===== config.mk =====
export PLATFORM = sky130hd
export DESIGN_NAME = multicycle_control
export DESIGN_NICKNAME = d
export VERILOG_FILES = /design/src/rtl/multicycle_control.sv
export SDC_FILE = /design/constraint.sdc
export NUM_CORES = 1
export LEC_CHECK = 0
export CORE_MARGIN = 5
export CORE_UTILIZATION = 41
export DETAILED_ROUTE_END_ITERATION = 12
export PLACE_DENSITY = 0.85
export SLEW_MARGIN = 20
export SYNTH_ARGS = -nofsm -noshare
export SYNTH_HDL_FRONTEND = slang
export SYNTH_SLANG_ARGS = --single-unit

===== constraint.sdc =====
create_clock -name clk -period 2.05 [get_ports clk]
set_input_delay 0.41 -clock clk [delete_from_list [all_inputs] [get_ports clk]]
set_output_delay 0.41 -clock clk [all_outputs]
set_load 0.02 [all_outputs]

===== src/rtl/multicycle_control.sv =====
// Main control FSM for the multicycle MIPS-subset datapath: sequences the ALU,
// PC, IR, memory and register-file controls over 3-5 cycles per instruction.
module multicycle_control (
  input  logic       clk,
  input  logic       reset,
  input  logic [5:0] opcode,
  input  logic [5:0] funct,
  input  logic       zero_flag,
  output logic       pc_write,
  output logic       ir_write,
  output logic       mem_read,
  output logic       mem_write,
  output logic       iord,
  output logic       reg_write,
  output logic       reg_dst,
  output logic       mem_to_reg,
  output logic       alu_src_a,
  output logic [1:0] alu_src_b,
  output logic       zero_ext,
  output logic [2:0] alu_sel,
  output logic [1:0] pc_source,
  output logic       instr_done,
  output logic       illegal,
  output logic [3:0] state
);

  typedef enum logic [3:0] {
    FETCH     = 4'd0,
    DECODE    = 4'd1,
    MEM_ADDR  = 4'd2,
    MEM_READ  = 4'd3,
    MEM_WB    = 4'd4,
    MEM_WRITE = 4'd5,
    R_EXEC    = 4'd6,
    R_WB      = 4'd7,
    BRANCH    = 4'd8,
    JUMP      = 4'd9,
    I_EXEC    = 4'd10,
    I_WB      = 4'd11
  } state_t;

  localparam logic [5:0] OP_RTYPE = 6'b000000;
  localparam logic [5:0] OP_LW    = 6'b100011;
  localparam logic [5:0] OP_SW    = 6'b101011;
  localparam logic [5:0] OP_BEQ   = 6'b000100;
  localparam logic [5:0] OP_J     = 6'b000010;
  localparam logic [5:0] OP_ADDI  = 6'b001000;
  localparam logic [5:0] OP_ANDI  = 6'b001100;
  localparam logic [5:0] OP_ORI   = 6'b001101;

  localparam logic [2:0] ALU_AND = 3'b000;
  localparam logic [2:0] ALU_ADD = 3'b001;
  localparam logic [2:0] ALU_OR  = 3'b010;
  localparam logic [2:0] ALU_SUB = 3'b011;
  localparam logic [2:0] ALU_SLT = 3'b100;
  localparam logic [2:0] ALU_NOR = 3'b101;

  state_t     cur_state;
  state_t     nxt_state;
  logic       funct_ok;
  logic [2:0] funct_sel;
  logic       decode_bad;

  always_comb begin
    funct_ok  = 1'b1;
    funct_sel = ALU_AND;
    case (funct)
      6'b100000: funct_sel = ALU_ADD;
      6'b100010: funct_sel = ALU_SUB;
      6'b100100: funct_sel = ALU_AND;
      6'b100101: funct_sel = ALU_OR;
      6'b101010: funct_sel = ALU_SLT;
      6'b100111: funct_sel = ALU_NOR;
      default:   funct_ok  = 1'b0;
    endcase
  end

  always_comb begin
    case (opcode)
      OP_RTYPE:                    decode_bad = !funct_ok;
      OP_LW, OP_SW, OP_BEQ, OP_J,
      OP_ADDI, OP_ANDI, OP_ORI:    decode_bad = 1'b0;
      default:                     decode_bad = 1'b1;
    endcase
  end

  always_comb begin
    nxt_state = FETCH;
    case (cur_state)
      FETCH: nxt_state = DECODE;
      DECODE: begin
        if (decode_bad) nxt_state = FETCH;
        else begin
          case (opcode)
            OP_RTYPE:                 nxt_state = R_EXEC;
            OP_LW, OP_SW:             nxt_state = MEM_ADDR;
            OP_BEQ:                   nxt_state = BRANCH;
            OP_J:                     nxt_state = JUMP;
            OP_ADDI, OP_ANDI, OP_ORI: nxt_state = I_EXEC;
            default:                  nxt_state = FETCH;
          endcase
        end
      end
      MEM_ADDR: begin
        if (opcode == OP_LW)      nxt_state = MEM_READ;
        else if (opcode == OP_SW) nxt_state = MEM_WRITE;
        else                      nxt_state = FETCH;
      end
      MEM_READ: nxt_state = MEM_WB;
      R_EXEC:   nxt_state = R_WB;
      I_EXEC:   nxt_state = I_WB;
      default:  nxt_state = FETCH;
    endcase
  end

  always_ff @(posedge clk) begin
    if (reset) cur_state <= FETCH;
    else       cur_state <= nxt_state;
  end

  // Reset gates every output combinationally so no strobe leaks in the reset cycle.
  always_comb begin
    pc_write   = 1'b0;
    ir_write   = 1'b0;
    mem_read   = 1'b0;
    mem_write  = 1'b0;
    iord       = 1'b0;
    reg_write  = 1'b0;
    reg_dst    = 1'b0;
    mem_to_reg = 1'b0;
    alu_src_a  = 1'b0;
    alu_src_b  = 2'b00;
    zero_ext   = 1'b0;
    alu_sel    = ALU_AND;
    pc_source  = 2'b00;
    instr_done = 1'b0;
    illegal    = 1'b0;
    state      = '0;
    if (!reset) begin
      state = cur_state;
      case (cur_state)
        FETCH: begin
          mem_read  = 1'b1;
          ir_write  = 1'b1;
          alu_src_b = 2'b01;
          alu_sel   = ALU_ADD;
          pc_write  = 1'b1;
        end
        DECODE: begin
          alu_src_b  = 2'b11;
          alu_sel    = ALU_ADD;
          illegal    = decode_bad;
          instr_done = decode_bad;
        end
        MEM_ADDR: begin
          alu_src_a = 1'b1;
          alu_src_b = 2'b10;
          alu_sel   = ALU_ADD;
        end
        MEM_READ: begin
          mem_read = 1'b1;
          iord     = 1'b1;
        end
        MEM_WB: begin
          reg_write  = 1'b1;
          mem_to_reg = 1'b1;
          instr_done = 1'b1;
        end
        MEM_WRITE: begin
          mem_write  = 1'b1;
          iord       = 1'b1;
          instr_done = 1'b1;
        end
        R_EXEC: begin
          alu_src_a = 1'b1;
          alu_src_b = 2'b00;
          alu_sel   = funct_sel;
        end
        R_WB: begin
          reg_write  = 1'b1;
          reg_dst    = 1'b1;
          instr_done = 1'b1;
        end
        BRANCH: begin
          alu_src_a  = 1'b1;
          alu_src_b  = 2'b00;
          alu_sel    = ALU_SUB;
          pc_source  = 2'b01;
          pc_write   = zero_flag;
          instr_done = 1'b1;
        end
        JUMP: begin
          pc_source  = 2'b10;
          pc_write   = 1'b1;
          instr_done = 1'b1;
        end
        I_EXEC: begin
          alu_src_a = 1'b1;
          alu_src_b = 2'b10;
          case (opcode)
            OP_ADDI: alu_sel = ALU_ADD;
            OP_ANDI: begin
              alu_sel  = ALU_AND;
              zero_ext = 1'b1;
            end
            OP_ORI: begin
              alu_sel  = ALU_OR;
              zero_ext = 1'b1;
            end
            default: alu_sel = ALU_AND;
          endcase
        end
        I_WB: begin
          reg_write  = 1'b1;
          instr_done = 1'b1;
        end
        default: state = cur_state;
      endcase
    end
  end

endmodule

== Word level (Yosys, flattened, before mapping) ==
Index checks and enable logic that the tools add are counted.

* Output and inout port bits: 23
* Input bits: 15
* Word-level logic and storage cells: 82
* Register bits: 4

* Muxes and demuxes: 41
* Eq/ne operators: 24
* Reduce and logical (&&, ||, !) cells: 16

{| class="wikitable"
|+ Operator list
! kind !! count
|-
| $eq 6x6->1 const B || 8
|-
| $mux 1 || 24
|-
| $pmux 4 s6 || 1
|-
| $pmux 4 s5 || 1
|-
| $eq 6x4->1 const B || 3
|-
| $eq 4x3->1 const B || 4
|-
| $eq 4x4->1 const B || 4
|-
| $pmux 3 s5 || 1
|-
| $pmux 3 s4 || 1
|-
| $reduce_or 2->1 || 6
|-
| $reduce_or 6->1 || 2
|-
| $mux 3 || 3
|-
| $reduce_or 3->1 || 3
|-
| $eq 4x2->1 const B || 2
|-
| $mux 4 || 2
|-
| $pmux 2 s2 || 2
|-
| $reduce_or 7->1 || 1
|-
| $eq 6x2->1 const B || 1
|-
| $eq 6x3->1 const B || 1
|-
| $logic_not 6->1 || 1
|-
| $pmux 1 s2 || 3
|-
| $pmux 2 s3 || 1
|-
| $eq 4x1->1 const B || 1
|-
| $logic_not 4->1 || 1
|-
| 3 further kinds || 4
|}

== Depth between registers and ports, before layout ==
Gate-level depths: netlist (run 1).

* Depth after elaboration: 7
* Mapped depth: 6
* Depth with buffers taken out: 4

== Worst setup path before layout (run 1) ==
Ideal clock, no wire load.

* Kind: input port to output port
* Start point: input port opcode[0]
* End point: output port instr_done
* Path buffers: 0
* Stages on the path: 4
* Data required time: 1640 ps
* Path slack: -37 ps
* Arrival: 1677 ps
* Cell sequence: nor4_1 -> nor3b_1 -> a311oi_1 -> o21ai_0

* Cells in the longest elaborated chain, start to end: 5
* Elaborated cells on any way between the ends: 12
* Those cells by class: 7 x eq/ne; 3 x mux; 2 x reduce/logical

{| class="wikitable"
|+ Ends and longest elaborated chain
! what !! line !! source
|-
| start: declaration || 6 || <nowiki>input logic [5:0] opcode,</nowiki>
|-
| $eq 6x6->1 (tied with other cells) || 79 || <nowiki>case (opcode)</nowiki>
|-
| $reduce_or 7->1 || 79 ||
|-
| $pmux 1 s2 * || 79 ||
|-
| $pmux 1 s2 * || 141 || <nowiki>case (cur_state)</nowiki>
|-
| $mux 1 * || 139 || <nowiki>if (!reset) begin</nowiki>
|-
| end: declaration || 22 || <nowiki>output logic instr_done,</nowiki>
|}

Every way passes the cells marked *; elsewhere a longest branch is shown, timed or not.

== Worst setup path after layout (run 1) ==
* Start point: input port opcode[1]
* End point: output port instr_done

Same word-level chain as after synthesis.

==> impl_results.md, run 1 <==
- WL per Instance: 16.5 microns
- Worst Tran Pin Value: between 0.5 and 0.6 ns
- First-pass GRT wire length: around 5.5 mm
- Comb pwr share: 0.527
- Sw Ratio: 0.378
- Maximum vdd ir drop: between 300 and 400 uV
- Synth cell count leaders: 13 x nor2_1, 11 x clkbuf_1, 11 x o21ai_0
- Final min period: ~2.1 ns
- Area Overhead vs Synth: 92.2%
- Die X: around 55 microns
- Clock sinks: 4
- Setup violators final: 1
- Async SR Flop Fraction: 0
- Cts hold-fix bufs: 0
- Syn avg cell area: 6.45 sq um
- GRT overflow: 0
- PnR Total Power: roughly 0.00040 W
- Core area: roughly 2000 sq um
- Int Power: around 0.00025 W
- ANT cells: 0
- CTS tree: yes
- Worst-path clk slew: ~0.040 ns
- Placed Instances: 218
- Synth Cell Area: roughly 830 sq um
- Fin util: 0.823
- I/O Pins: 38
- Syn nets: ~140
- Critical Path Sink Type: output port
- Final instance area: ~1600 sq um
- Gpl congestion: between 0.8 and 0.9
- Yosys warns: 0
- DRT antenna net count: 0
- Drt pass-1 iters: 4
- Period utilization: 1.01
- Seq pwr share: 0.216
- Port Buffers: 37
- Leakage power: 0.728 nW
- Pin count of the biggest net entering global routing: 12
- Post-DP Area: 1470 sq um
- Main area contributors after synthesis: dfxtp_1 9.6%, o21ai_0 6.6%, nor3b_1 6.3%
- RSZ-0062 raised after global routing: yes
- Yosys cell types: 46
- Initial cell density of the core: 0.428
- GRT Overall Usage: 0.250
- Post-Layout Cell Count: 226
- Synth Register Bits: 4
- Switch Pwr: 0.000152 W
- Worst-skew pair later-pin latency: between 0.2 and 0.25 ns
- Critical Path RT: 1.64 ns
- Slew Viols, Final: 0
- DRT Wirelength: approximately 3.7 mm
- HPWL after DPL: between 2 and 3 mm
- Final hold violations: 0
- Final worst slack: -0.0172 ns
- Crit path launch type: input pin
- Fin Clk Skew: approximately 0.0059 ns
- Leading registers by flop count: cur_state: 4 flops
- Top reg by flops: cur_state
- Die area: 3030 sq um
- Drc violations: 0
- CTS Buffer Depth: 2
- Maximum fanout along the worst path: 4
- 1st-iter DRT viols: 29
- Clock power share: 0.257
- Top-count cell post-synth: nor2_1
- PD cells: between 200 and 300 nW/um^2
- EDFF count, synth: 0
- Site Rows: 16
- Share of the synthesized area in the top cell type: 0.0962
- Largest register FFs: 4
- Share of layout cells above drive strength 1: 0.492
- Status: finished, violations left
- Max_slew headroom: 0.659
- Num CTS Buffers: 3
- Initial antenna violation count: 0
- Seq/Total Area, Yosys: 0.0962
- Die height: between 50 and 60 microns
- Root buf cell: clkbuf_4
- Fmax: between 400 and 500 MHz
- Avg Vias per Cell: between 5 and 6
- Vias in the first global route: between 1,000 and 1,500
- Top cell type by total area after synthesis: dfxtp_1
- Post-Syn Instances: 129
- Failing checks: negative setup slack
- Nets@finish: 216
- HP Class: flip-flop to flip-flop
- Main synth FF type: dfxtp_1
- Total number of vias: approximately 1,300
- H-tree Lvls: 1
- Kind of critical path: input pin to output port
- Data arrival, critical path: between 1.5 and 2 ns
- # Max-Cap Violations: 0
power by group through the flow:
stage	Combinational (W)	Clock [W]	Sequential [W]
2_1_floorplan	0.0000875	0	0.0000817
3_3_place_gp	0.000186	0	0.0000862
3_5_place_dp	0.000192	0	0.0000866
4_1_cts	0.000201	0.000103	0.0000866
5_1_grt	0.000225	0.000113	0.0000870
6_report	0.000211	0.000103	0.0000867
kinds of logic after synthesis:
family,synth area share
compound gates,0.302
xor+xnor,0.0211
fa+ha+maj,0.0120
buf+inv,0.0872
flops,0.0962
mux,0.0135
simple gates,0.468
worst max-delay path, stage by stage:
cell,delay [ns]
buf_2,0.13
buf_4,0.14
o21a_1,0.12
o311a_4,0.33
a311oi_4,0.24
o21ai_1,0.12
buf_4,0.17
area by class of cell:
| cell class | instances | area, sq um |
|---|---|---|
| Multi-Input combinational cell | 108 | 841 |
| Timing Repair Buffer | 81 | 603 |
| Tap cell | 27 | 33.8 |
| Sequential cell | 4 | 87.6 |
| Clock buffer | 3 | 22.5 |
| Inverter | 3 | 11.3 |
| Fill cell | 115 | 343 |
repair_timing:
item                                    4_1_cts  5_1_grt
hold endpoints to repair                      0        0
resized for setup                           100       44
buffers inserted                              4        1
pin swaps                                     9        9
endpoints found under the setup margin       23       17
metrics by stage:
step / hold WS (ns) / worst slack (ns) / setup TNS [ns]
2_1_floorplan: 0.514 / 0.0667 / 0
3_3_place_gp: 0.741 / -0.833 / -10.17
3_5_place_dp: 0.711 / -0.973 / -11.46
4_1_cts: 0.649 / -0.00753 / -0.00753
5_1_grt: 0.680 / -0.0696 / -0.0868
6_report: 0.649 / -0.0172 / -0.0172
worst paths after layout:
path,from,to,slack [ns],cells past startpoint
min,cur_state[2],cur_state[0],0.65,2
min reg2reg,cur_state[2],cur_state[0],0.65,2
max reg2reg,cur_state[1],cur_state[1],0.50,4
max,opcode[1],instr_done,-0.02,7
per-layer routing:
layer / GRT usage / routed length, microns
met4: 0.0769 / 103
met1: 0.242 / 1400
met3: 0.0456 / 281
met5: 0 / 0
met2: 0.520 / 1960
placed cells by master (no fill, tap or decap), drive strengths merged, types with 2 or more instances in the layout:
master and count:
nor2b 5, or3 2, dlygate4sd2 9, and3 2, and2 2, and3b 3
clkdlybuf4s15 3, nor3b 7, o22a 2, dfxtp 4, nor3 7, nor2 13
nand3 2, o21ai 11, clkbuf 15, inv 3, nand4b 2, o31ai 2
nand2b 6, a21oi 5, nor4 4, nand2 9, buf 55, a21boi 2
Power figures use the tool's default switching activity.
==> run 2, diff against run 1 <==
Settings changed: ABC_AREA set to 1, CORE_UTILIZATION 41 to 40, MAX_ROUTING_LAYER set to met4, PLACE_DENSITY 0.85 to 0.86.
==> run 2 against run 1 <==
  * Sequential share of layout area up 0.31 points
  * Maximum frequency up 0.89%
  * Non-clock buffer count down 12
  * The run now ends clean
  * Clock power about the same
  * Final cell count up 6.6%
  * First-iteration DRC count down 6.9%
==> impl_results.md, run 2 <==
- Fin Clk Skew: 0.00215 ns (-0.00371 ns)
- Worst-skew pair later-pin latency: 0.24 ns (about the same)
- Drt pass-1 iters: 4 (unchanged)
- HPWL after DPL: 2.34 mm (-10%)
- Worst Tran Pin Value: 0.323 ns (-0.183 ns)
- Post-DP Area: 1330 sq um (-9.9%)
- Top reg by flops: cur_state
- Avg Vias per Cell: 5.08 (-12%)
- Gpl congestion: 0.857 (+1.2%)
- Die height: 53.4 microns (-2.9%)
- Vias in the first global route: 1,183 (-5.9%)
- Critical Path RT: 1.64 ns (about the same)
- RSZ-0062 raised after global routing: yes
- Setup violators final: 0 (-1)
- Clock power share: 0.284 (+0.027)
- Fin util: 0.784 (-0.0398)
- Share of layout cells above drive strength 1: 0.421 (-0.0712)
- Yosys cell types: 25 (-46%)
- Synth Cell Area: 754 sq um (-9.3%)
- First-pass GRT wire length: 4.86 mm (-11%)
- PD cells: 260 nW/um^2 (+3.9%)
- Pin count of the biggest net entering global routing: 13 (+1)
- Int Power: 0.000219 W (-12%)
- Max_slew headroom: 0.783 (+0.124)
- H-tree Lvls: 1 (unchanged)
- HP Class: input pin to flip-flop
- Data arrival, critical path: 1.64 ns (-0.02 ns)
- Seq/Total Area, Yosys: 0.106 (+0.00990)
- Critical Path Sink Type: output port
- Status: complete, no violations
- Largest register FFs: 4 (unchanged)
- Synth Register Bits: 4 (unchanged)
- Async SR Flop Fraction: 0 (unchanged)
- Final instance area: 1380 sq um (-14%)
- Clock sinks: 4 (unchanged)
- DRT Wirelength: 3.04 mm (-19%)
- Worst-path clk slew: 0.04 ns (about the same)
- Fmax: 488 MHz (+0.89%)
- Switch Pwr: 0.000141 W (-6.8%)
- Top-count cell post-synth: nor2_1
- Initial antenna violation count: 0 (unchanged)
- Drc violations: 0 (unchanged)
- Syn avg cell area: 5.17 sq um (-20%)
- Share of the synthesized area in the top cell type: 0.169 (+0.0729)
- Maximum vdd ir drop: 161 uV (-50%)
- WL per Instance: 12.6 microns (-24%)
- GRT overflow: 0 (unchanged)
- Num CTS Buffers: 3 (unchanged)
- Top cell type by total area after synthesis: nor2_1
- Main area contributors after synthesis: nor2_1 17%, nand2_1 13%, inv_1 11%
- Kind of critical path: input pin to output port
- Crit path launch type: input pin
- Yosys warns: 0 (unchanged)
- I/O Pins: 38 (unchanged)
- 1st-iter DRT viols: 27 (-6.9%)
- Commonest non-fill, non-tap cells in the layout: 33 x buf_4, 27 x nor2_1, 26 x nand2_1
- CTS tree: yes
- Die X: 53.4 microns (-2.9%)
- Worst hold margin: 0.747 ns (+0.0972 ns)
- Synth cell count leaders: 34 x nor2_1, 27 x nand2_1, 23 x inv_1
- Number of stages on the worst hold path: 7 (+5)
- Port Buffers: 37 (unchanged)
- Core area: 1760 sq um (-9.1%)
- Total number of vias: 1,225 (-6.6%)
- Slew Viols, Final: 0 (unchanged)
- Seq pwr share: 0.226 (+0.010)
- Initial cell density of the core: 0.428 (-0.000820)
- DRT antenna net count: 0 (unchanged)
- Die area: 2850 sq um (-5.8%)
- ANT cells: 0 (unchanged)
- Area Overhead vs Synth: 83.3%
- Period utilization: 0.999 (-0.00893)
- Comb pwr share: 0.489 (-0.038)
- Root buf cell: clkbuf_4
- R2R cell count: 8 (+4)
- Final hold violations: 0 (unchanged)
- GRT Overall Usage: 0.232 (-0.0184)
- Syn nets: 161 (+12%)
- Sw Ratio: 0.392 (+0.0143)
- Main synth FF type: dfxtp_1
- Post-Syn Instances: 146 (+13%)
- Nets@finish: 233 (+7.9%)
- Commonest non-fill, non-tap cell in the layout: buf_4
- Maximum fanout along the worst path: 4 (unchanged)
- Final min period: 2.05 ns (-0.0183 ns)
- EDFF count, synth: 0 (unchanged)
- # Max-Cap Violations: 0 (unchanged)
- Leading registers by flop count: cur_state: 4 flops
- Site Rows: 15 (-1)
- Leakage power: 0.742 nW (+2.0%)
- CTS Buffer Depth: 2 (unchanged)
-- run 2: changes by cell type after synthesis, moves of 4 or more --
cell and change:
nand2_1 +18, clkbuf_1 -11, nand2b_1 -6, nor2b_1 -5
nand3_1 +7, nor2_4 +4, inv_1 +20, nor2_1 +21
nand2_2 +4, inv_2 +4, nor3b_1 -7, o21ai_0 -7
nor2_2 +6
-- run 2: power groups by stage --
stage,logic [W],registers [W],clock network [W]
2_1_floorplan,0.0000801,0.0000829,0
3_3_place_gp,0.000165,0.0000827,0
6_report,0.000176,0.0000815,0.000102
3_5_place_dp,0.000171,0.0000828,0
5_1_grt,0.000192,0.0000818,0.0000999
4_1_cts,0.000168,0.0000816,0.000102
-- run 2: metal layers --
| layer | wire length [microns] | part of all wire | global-route usage | vias up |
|---|---|---|---|---|
| met2 | 1650 | 0.54 | 0.465 | 58 |
| met3 | 159 | 0.052 | 0.00845 | 9 |
| met1 | 1140 | 0.38 | 0.235 | 556 |
| met4 | 89 | 0.029 | 0.0766 | 0 |
| met5 | 0 | 0 | - | - |
| li1 | - | - | - | 602 |
-- run 2: final timing paths --
check,startpoint,endpoint,slack [ns]
worst min register to register,cur_state[0],cur_state[3],0.83
worst max-delay path,funct[1],instr_done,0.001
worst min-delay path,opcode[3],cur_state[2],0.75
worst max register to register,cur_state[2],cur_state[0],0.66
-- run 2: area by class of cell --
class,count,area [sq um]
multi-input cells,113,614
repair buffers,69,533
fillers,154,382
inverters,27,101
flip-flops and latches,4,80.1
well taps,25,31.3
clock buffers,3,22.5
-- run 2: per-stage QoR --
| stage | total power (W) | TNS, ns | setup WS, ns | instances |
|---|---|---|---|---|
| floorplan | 0.000163 | 0 | 0.274 | 146 |
| global placement | 0.000248 | -6.76 | -0.644 | 230 |
| detailed placement | 0.000254 | -7.67 | -0.752 | 230 |
| CTS | 0.000351 | -0.0195 | -0.0195 | 239 |
| global route | 0.000374 | -0.0977 | -0.0458 | 241 |
| finish | 0.000360 | 0 | 0.00111 | 241 |
-- run 2: critical path: stages --
cell	delay [ns]
dlygate4sd2_1	0.29
nand2_1	0.10
inv_1	0.06
nand3_1	0.08
nand2_1	0.10
nor2_2	0.10
nand2_2	0.06
nand2_2	0.08
nand2_2	0.06
a21oi_2	0.16
buf_6	0.13
-- run 2: timing repair --
| action | in CTS | in global routing |
|---|---|---|
| setup buffers | 6 | 2 |
| gates resized for setup | 66 | 45 |
| setup endpoints to repair | 23 | 10 |
| pin swaps | 10 | 16 |
| hold endpoints to repair | 0 | 0 |
| hold buffers | 0 | 0 |
-- run 2: cells by family (layout without fill, tap and decap cells) --
kind of cell	Yosys count	count (layout)	synth area share
AO/OA/AOI/OAI	17	17	0.134
AND/OR/NAND/NOR	96	96	0.614
buffers and inverters	29	99	0.146
flip-flops	4	4	0.106
==> run 3, diff against run 2 <==
Settings changed: CTS_CLUSTER_DIAMETER set to 100, SKIP_CTS_REPAIR_TIMING set to 1.
==> run 3 against run 2 <==
  * Final area up 5.1%
  * Sequential power about the same
  * Critical path depth down 5
  * Highest routed layer unchanged
  * Wire length up 6.9%
  * Largest power group unchanged
==> impl_results.md, run 3 (synthesis gave the netlist of run 2 again) <==
- Critical Path Sink Type: output port
- Status: complete, no violations
- Final min period: 2.03 ns (-0.0239 ns)
- Area Overhead vs Synth: 92.5%
- HPWL after DPL: 2.34 mm (unchanged)
- Fmax: 494 MHz (+1.2%)
- Die area: 2850 sq um (unchanged)
- Initial cell density of the core: 0.428 (unchanged)
- Filler cells: 138 (-10%)
- Total number of vias: 1,245 (+1.6%)
- Flop2flop setup slack: 0.62 ns (-0.04 ns)
- Drt pass-1 iters: 4 (unchanged)
- Die X: 53.4 microns (unchanged)
- Crit path launch type: input pin
- Met2 Track Usage GR: 0.459 (-0.00612)
- Die height: 53.4 microns (unchanged)
- Leading registers by flop count: cur_state: 4 flops
- Pin count of the biggest net entering global routing: 13 (unchanged)
- Slew Viols, Final: 0 (unchanged)
- Met3 Usage GRT: 0.00845 (unchanged)
- Commonest non-fill, non-tap cells in the layout: 29 x nor2_1, 29 x buf_4, 25 x nand2_1, 25 x dlymetal6s2s_1, 21 x inv_1
- WL per Instance: 13.7 microns (+8.3%)
- Top reg by flops: cur_state
- Share of layout cells above drive strength 1: 0.352 (-0.0692)
- Data arrival, critical path: 1.62 ns (-0.02 ns)
- Avg Vias per Cell: 5.23 (+2.9%)
- CTS tree: yes
- Clock sinks: 4 (unchanged)
- DRT antenna net count: 0 (unchanged)
- Fin Clk Skew: 0.00463 ns (+0.00247 ns)
- I/O Pins: 38 (unchanged)
- Period utilization: 0.988 (-0.0116)
- Final hold violations: 0 (unchanged)
- Setup TNS: 0 ns (unchanged)
- RSZ-0062 raised after global routing: yes
- H-tree Lvls: 1 (unchanged)
- Initial antenna violation count: 0 (unchanged)
- Maximum vdd ir drop: 167 uV (+3.2%)
- Worst Tran Pin Value: 0.321 ns (-0.00148 ns)
- First-pass GRT wire length: 4.76 mm (-2.1%)
- Critical Path RT: 1.64 ns (about the same)
- Core area: 1760 sq um (unchanged)
- Post-DP Area: 1330 sq um (unchanged)
- Worst-skew pair later-pin latency: 0.24 ns (about the same)
- Pre-CTS setup slack: -0.752 ns (unchanged)
- ANT cells: 0 (unchanged)
- GRT busiest layer: met2
- Root buf cell: clkbuf_4
- Site Rows: 15 (unchanged)
- 1st-iter DRT viols: 47 (+74%)
- HP Class: input pin to flip-flop
- Nets@finish: 230 (-1.3%)
- CTS Buffer Depth: 2 (unchanged)
- Largest register FFs: 4 (unchanged)
- PD cells: 251 nW/um^2 (-3.7%)
- DRT Wirelength: 3.25 mm (+6.9%)
- GRT overflow: 0 (unchanged)
- Leakage power: 0.994 nW (+34%)
- Worst-path clk slew: 0.04 ns (about the same)
- Setup violators final: 0 (unchanged)
- Num CTS Buffers: 3 (unchanged)
- Maximum fanout along the worst path: 8 (+4)
- Final worst slack: 0.0250 ns (+0.0239 ns)
- Final instance area: 1450 sq um (+5.1%)
- Gpl congestion: 0.857 (unchanged)
- Max_slew headroom: 0.784 (+0.000997)
- Kind of critical path: input pin to output port
- # Max-Cap Violations: 0 (unchanged)
- GRT Overall Usage: 0.227 (-0.00535)
- M1 GR Usage: 0.225 (-0.00998)
- Port Buffers: 37 (unchanged)
- Drc violations: 0 (unchanged)
- Vias in the first global route: 1,170 (-1.1%)
[run 3: layer usage]
layer | part of all wire | up-vias
met5 | 0 | -
met4 | 0.030 | 0
met3 | 0.073 | 12
met2 | 0.53 | 63
met1 | 0.36 | 574
li1 | - | 596
[run 3: worst paths after layout]
kind,start,end,cells past startpoint
hold / removal,opcode[5],cur_state[2],6
setup reg to reg,cur_state[2],cur_state[0],8
hold reg to reg,cur_state[0],cur_state[3],6
setup / recovery,reset,pc_write,6
[run 3: layout make-up]
class                   count  area (sq um)  share of cell area
repair buffers             66           619               0.426
multi-input cells         113           598               0.412
inverters                  27           101              0.0698
flip-flops and latches      4          80.1              0.0551
well taps                  25          31.3              0.0215
clock buffers               3          22.5              0.0155
[run 3: power breakdown]
group          switching [W]  total [W]  internal [W]
Clock              0.0000358   0.000102     0.0000657
Sequential        0.00000132  0.0000815     0.0000802
Combinational       0.000102   0.000181     0.0000788
Total               0.000140   0.000364      0.000225
[run 3: per-stage QoR]
stage	total power (W)	util	cells	hold slack [ns]
global route	0.000376	0.823	238	0.743
global placement	0.000248	0.752	230	0.805
detailed placement	0.000254	0.752	230	0.816
floorplan	0.000163	-	146	0.654
CTS	0.000356	0.765	233	0.817
finish	0.000364	0.823	238	0.694
[run 3: worst max-delay path, stage by stage]
cell	delay, ns
clkdlybuf4s50_1	0.49
buf_4	0.21
nor2_1	0.14
nand2_1	0.07
o21ai_0	0.08
clkbuf_2	0.21
